[src/rtl/tc_pkg.sv]
// tc_pkg: shared types and constants for the tc_target transaction endpoint
package tc_pkg;
  localparam int TC_DEPTH = 4;
  localparam int TC_AMAX = 16;
  localparam int TC_DMAX = 32;
  typedef enum logic [1:0] {IDLE, WAIT, RESP} tc_state_t;
  typedef struct packed {
    logic               rnw;
    logic [TC_AMAX-1:0] addr;
    logic [TC_DMAX-1:0] wdata;
  } tc_entry_t;
endpackage

[src/rtl/tc_txn_fifo.sv]
// tc_txn_fifo: 4-entry in-order transaction queue with occupancy count
module tc_txn_fifo
  import tc_pkg::*;
(
  input  logic      clk_bus,
  input  logic      rst_n,
  input  logic      push,
  input  logic      pop,
  input  tc_entry_t din,
  output tc_entry_t dout,
  output logic      full,
  output logic      empty,
  output logic [2:0] count
);
  tc_entry_t  mem [TC_DEPTH];
  logic [1:0] wr_ptr, rd_ptr;
  logic       do_push, do_pop;
  assign full    = count == 3'(TC_DEPTH);
  assign empty   = count == 3'd0;
  assign do_push = push && !full;
  assign do_pop  = pop && !empty;
  assign dout    = mem[rd_ptr];
  // entry payload needs no reset; only pointers and count define validity
  always_ff @(posedge clk_bus) begin
    if (do_push) mem[wr_ptr] <= din;
  end
  // pointer and occupancy update; simultaneous push and pop keeps count
  always_ff @(posedge clk_bus) begin
    if (!rst_n) begin
      wr_ptr <= 2'd0;
      rd_ptr <= 2'd0;
      count  <= 3'd0;
    end else begin
      if (do_push) wr_ptr <= wr_ptr + 2'd1;
      if (do_pop) rd_ptr <= rd_ptr + 2'd1;
      count <= count + {2'b0, do_push} - {2'b0, do_pop};
    end
  end
endmodule

[src/rtl/tc_target.sv]
// tc_target: latency-timed memory target serving queued reads/writes in order
module tc_target
  import tc_pkg::*;
#(
  parameter int TC_AWIDTH = 8,
  parameter int TC_DWIDTH = 8,
  parameter int TC_LAT    = 2
) (
  input  logic                 clk_bus,
  input  logic                 rst_n,
  input  logic                 tc_req,
  input  logic                 tc_rnw,
  input  logic [TC_AWIDTH-1:0] tc_addr,
  input  logic [TC_DWIDTH-1:0] tc_wdata,
  output logic                 tc_aack,
  output logic                 tc_rack,
  output logic [TC_DWIDTH-1:0] tc_rdata,
  output logic                 tc_wack,
  output logic [2:0]           tc_pend_cnt
);
  localparam logic [3:0] LAT_M1 = 4'(TC_LAT - 1);
  localparam tc_state_t LOAD_ST = (TC_LAT == 1) ? RESP : WAIT;
  tc_state_t            state, nxt;
  logic [3:0]           timer, timer_nxt;
  logic [TC_DWIDTH-1:0] mem [2**TC_AWIDTH];
  tc_entry_t            din, head;
  logic                 full, empty, accept, resp;
  logic [2:0]           count;
  logic [TC_AWIDTH-1:0] head_addr;
  logic                 unused_hi;
  assign tc_aack     = !rst_n || !full;
  assign accept      = rst_n && tc_req && tc_aack;
  assign din         = '{rnw: tc_rnw, addr: TC_AMAX'(tc_addr), wdata: TC_DMAX'(tc_wdata)};
  assign head_addr   = head.addr[TC_AWIDTH-1:0];
  assign unused_hi   = ^{head.addr, head.wdata};
  assign resp        = rst_n && state == RESP && !empty;
  assign tc_rack     = resp && head.rnw;
  assign tc_wack     = resp && !head.rnw;
  assign tc_rdata    = tc_rack ? mem[head_addr] : '0;
  assign tc_pend_cnt = count;

  tc_txn_fifo u_fifo (
    .clk_bus (clk_bus),
    .rst_n   (rst_n),
    .push    (accept),
    .pop     (resp),
    .din     (din),
    .dout    (head),
    .full    (full),
    .empty   (empty),
    .count   (count)
  );

  // service state and latency timer register
  always_ff @(posedge clk_bus) begin
    if (!rst_n) begin
      state <= IDLE;
      timer <= 4'd0;
    end else begin
      state <= nxt;
      timer <= timer_nxt;
    end
  end
  // next service step; a push during RESP counts as a remaining entry
  always_comb begin
    nxt       = state;
    timer_nxt = timer;
    case (state)
      IDLE: if (accept) begin
        nxt       = LOAD_ST;
        timer_nxt = LAT_M1;
      end
      WAIT: if (timer <= 4'd1) nxt = RESP;
            else timer_nxt = timer - 4'd1;
      RESP: if (count > 3'd1 || accept) begin
        nxt       = LOAD_ST;
        timer_nxt = LAT_M1;
      end else nxt = IDLE;
      default: nxt = IDLE;
    endcase
  end
  // storage cleared on reset, written when a write completes
  always_ff @(posedge clk_bus) begin
    if (!rst_n) begin
      for (int i = 0; i < 2**TC_AWIDTH; i++) mem[i] <= '0;
    end else if (tc_wack) begin
      mem[head_addr] <= head.wdata[TC_DWIDTH-1:0];
    end
  end
endmodule

[config.mk]
export PLATFORM = sky130hd
export DESIGN_NAME = tc_target
export DESIGN_NICKNAME = d
export VERILOG_FILES = /design/src/rtl/tc_pkg.sv /design/src/rtl/tc_txn_fifo.sv /design/src/rtl/tc_target.sv
export SDC_FILE = /design/constraint.sdc
export NUM_CORES = 2
export LEC_CHECK = 0
export ABC_AREA = 1
export BUFFER_PORTS_ARGS = -buffer_cell sky130_fd_sc_hd__buf_2
export CAP_MARGIN = 20
export CORE_MARGIN = 2
export CORE_UTILIZATION = 55
export CTS_CLUSTER_DIAMETER = 40
export DETAILED_ROUTE_END_ITERATION = 12
export GPL_ROUTABILITY_DRIVEN = 0
export HOLD_SLACK_MARGIN = 0.1
export PLACE_DENSITY_LB_ADDON = 0.08
export SKIP_CTS_REPAIR_TIMING = 1
export SKIP_LAST_GASP = 1
export SYNTH_ARGS = -nofsm -noshare
export SYNTH_HDL_FRONTEND = slang
export SYNTH_HIERARCHICAL = 1
export SYNTH_SLANG_ARGS = --single-unit
[constraint.sdc]
create_clock -name clk_bus -period 3.25 [get_ports clk_bus]
set_input_delay 0.325 -clock clk_bus [delete_from_list [all_inputs] [get_ports clk_bus]]
set_output_delay 0.325 -clock clk_bus [all_outputs]
set_load 0.01 [all_outputs]
==> impl_metrics.yaml <==
hold_path:
  hp-class: "input port to register"
  hold_start: "tc_wdata[0]"
  holdPathStages: 2
  min_to: "u_fifo/mem[1][0]$_DFFE_PP_"
layout:
  drive_above_1_share: 0.142
  postLayoutCoreUtil: 0.680
  final_cells: 14300
  nets: 11800
  area_growth_pct: 23.1
placed_design:
  pre_cts_ws_ps: -785
  placedCellCount: 13700
  dp_hpwl_um: 186000
  io_buffer_count: 33
power_and_ir_drop:
  power_density_mw_per_mm2: 586
  leakage_nw: 54.2
  ir_worst_vdd_v: 0.000536
  total_power_w: 0.0711
clock_network:
  root_buffer: "clkbuf_16"
  tritoncts: "built"
  cts.clk_slew.worst_paths_ps: 60
  cts_buffers: 320
  clockBufferDepth: 4
  clkLatencyLatePin_ps: 940
  clock_sinks: 2131
  h-tree-depth: 5
global_routing:
  grt_pass1_wl_um: 443000
  grt_max_degree: 135
  antenna_found_initial: 11
  grt_overflow: 0
  grt_pass1_vias: 75700
  grt_usage: 0.321
status:
  violations: "negative setup slack"
  status: "finished, violations left"
route:
  ant_nets: 0
  first_pass_iters: 7
  finalWirelength_um: 299000
  vias: 79100
  drtIter0Drc: 9479
  wire_per_inst_um: 20.8
  via_per_inst: 5.52
  route.detailed.drc: 0
synthesis:
  syn-cell-area_mm2: 0.0985
  synth_warnings: 6
  postSynthCellCount: 11100
  syn-num-nets: 11200
  syn_avg_cell_area_um2: 8.85
critical_path:
  required_ps: 2920
  arrival_ps: 4260
  start_kind: "register"
  crit_type: "register to output port"
  r2r_end: "mem[158][4]$_SDFFCE_PN0P_"
  reg2reg_setup_slack_ps: -240
  end_kind: "output port"
  critPathMaxFanout: 27
  worstRegToRegCells: 19
sta:
  rsz0062_at_grt: "true"
  finalCritPeriodShare: 1.41
  min_period_ps: 4590
  fin_ws_ps: -1340
  relSlewSlack: 0.247
  fin_worst_skew_ps: 39.3
  setup_viol: 706
  max_freq_mhz: 218
  maxSlewViolCount: 0
  hold_ws_ps: 136
  finalHoldViolations: 0
  tightest_slew_ps: 1130
floorplan:
  die-area_mm2: 0.182
  io_pins: 34
  die_w_um: 427
  placementRows: 155
  die_y_um: 427
  core_mm2: 0.178
  start_util: 0.553
flow_run:
  cap_violations: 0
-- power by group --
part | internal (W) | leakage, nW | switching [W]
Clock | 0.0207 | 5.00 | 0.0130
Sequential | 0.0311 | 21.9 | 0.000273
Combinational | 0.00190 | 27.3 | 0.00413
-- cell type report --
type	count	area (µm²)
Sequential cell	2131	63800
Fill cell	13800	57000
Multi-Input combinational cell	8239	32300
Timing Repair Buffer	996	11500
Clock buffer	348	8220
Tap cell	2355	2950
Clock inverter	211	2160
Inverter	58	339
Antenna cell	3	7.51
-- cells in the final DEF (no fill, tap or decap), drive strengths merged --
cell / count
xor2: 1
nor4: 2
a21oi: 12
fa: 1
dfxtp: 15
inv: 116
ha: 8
edfxtp: 2116
a21boi: 1
dlygate4sd3: 19
clkinv: 90
o211ai: 1
clkinvlp: 36
bufinv: 27
buf: 963
nor3: 20
a221oi: 1
clkbuf: 362
nand3: 165
nor2: 2468
nand2: 5494
nor3b: 1
o21ai: 47
diode: 3
o22ai: 17
-- per-stage QoR --
stage / TNS, ps / area [µm²]
floorplan: 0 / 98500
CTS: -133300 / 120000
detailed placement: -90940 / 109000
global route: -125280 / 121000
global placement: -46630 / 109000
finish: -80030 / 121000
-- flip-flops by register name, indices dropped and copies added (netlist names), named ones only --
name / flops
u_fifo/mem: 68
u_fifo/count: 3
u_fifo/rd_ptr: 2
timer: 4
mem: 2048
state: 2
u_fifo/wr_ptr: 2
-- per-layer routing --
metal | vias to the layer above | wire (µm) | GRT usage
met5 | - | 39 | 0
met4 | 6 | 9560 | 0.107
met3 | 539 | 29100 | 0.0545
met2 | 3804 | 141000 | 0.520
met1 | 38000 | 119000 | 0.443
li1 | 36800 | - | -
-- worst max-delay path, cell delays in order (launching register included) --
cell	delay, ps
dfxtp_2	320
buf_4	140
inv_4	70
o21ai_0	80
buf_4	140
o22ai_4	140
buf_12	210
clkinv_16	130
buf_12	180
buf_6	160
nand2_1	80
nand2_1	80
nand2_1	70
nand2_1	100
nor2_2	200
nor2_2	80
nor2_2	180
buf_4	190
nand2_1	60
nand2_1	80
nand2_1	80
nor2_2	180
buf_4	130
nor2_1	30
buf_2	150
-- worst max path at each step --
stage	slack (ps)	end	cells past startpoint	start
6_report	-1340	tc_rdata[3]	24	register
3_5_place_dp	-780	tc_rdata[3]	25	register
4_1_cts	-1800	tc_rdata[3]	25	register
2_1_floorplan	410	mem[80][0]$_SDFFCE_PN0P_	13	register
3_3_place_gp	-730	tc_rdata[3]	22	register
5_1_grt	-1380	tc_rdata[1]	25	register
Note: power is estimated with default switching activity, not from simulation.
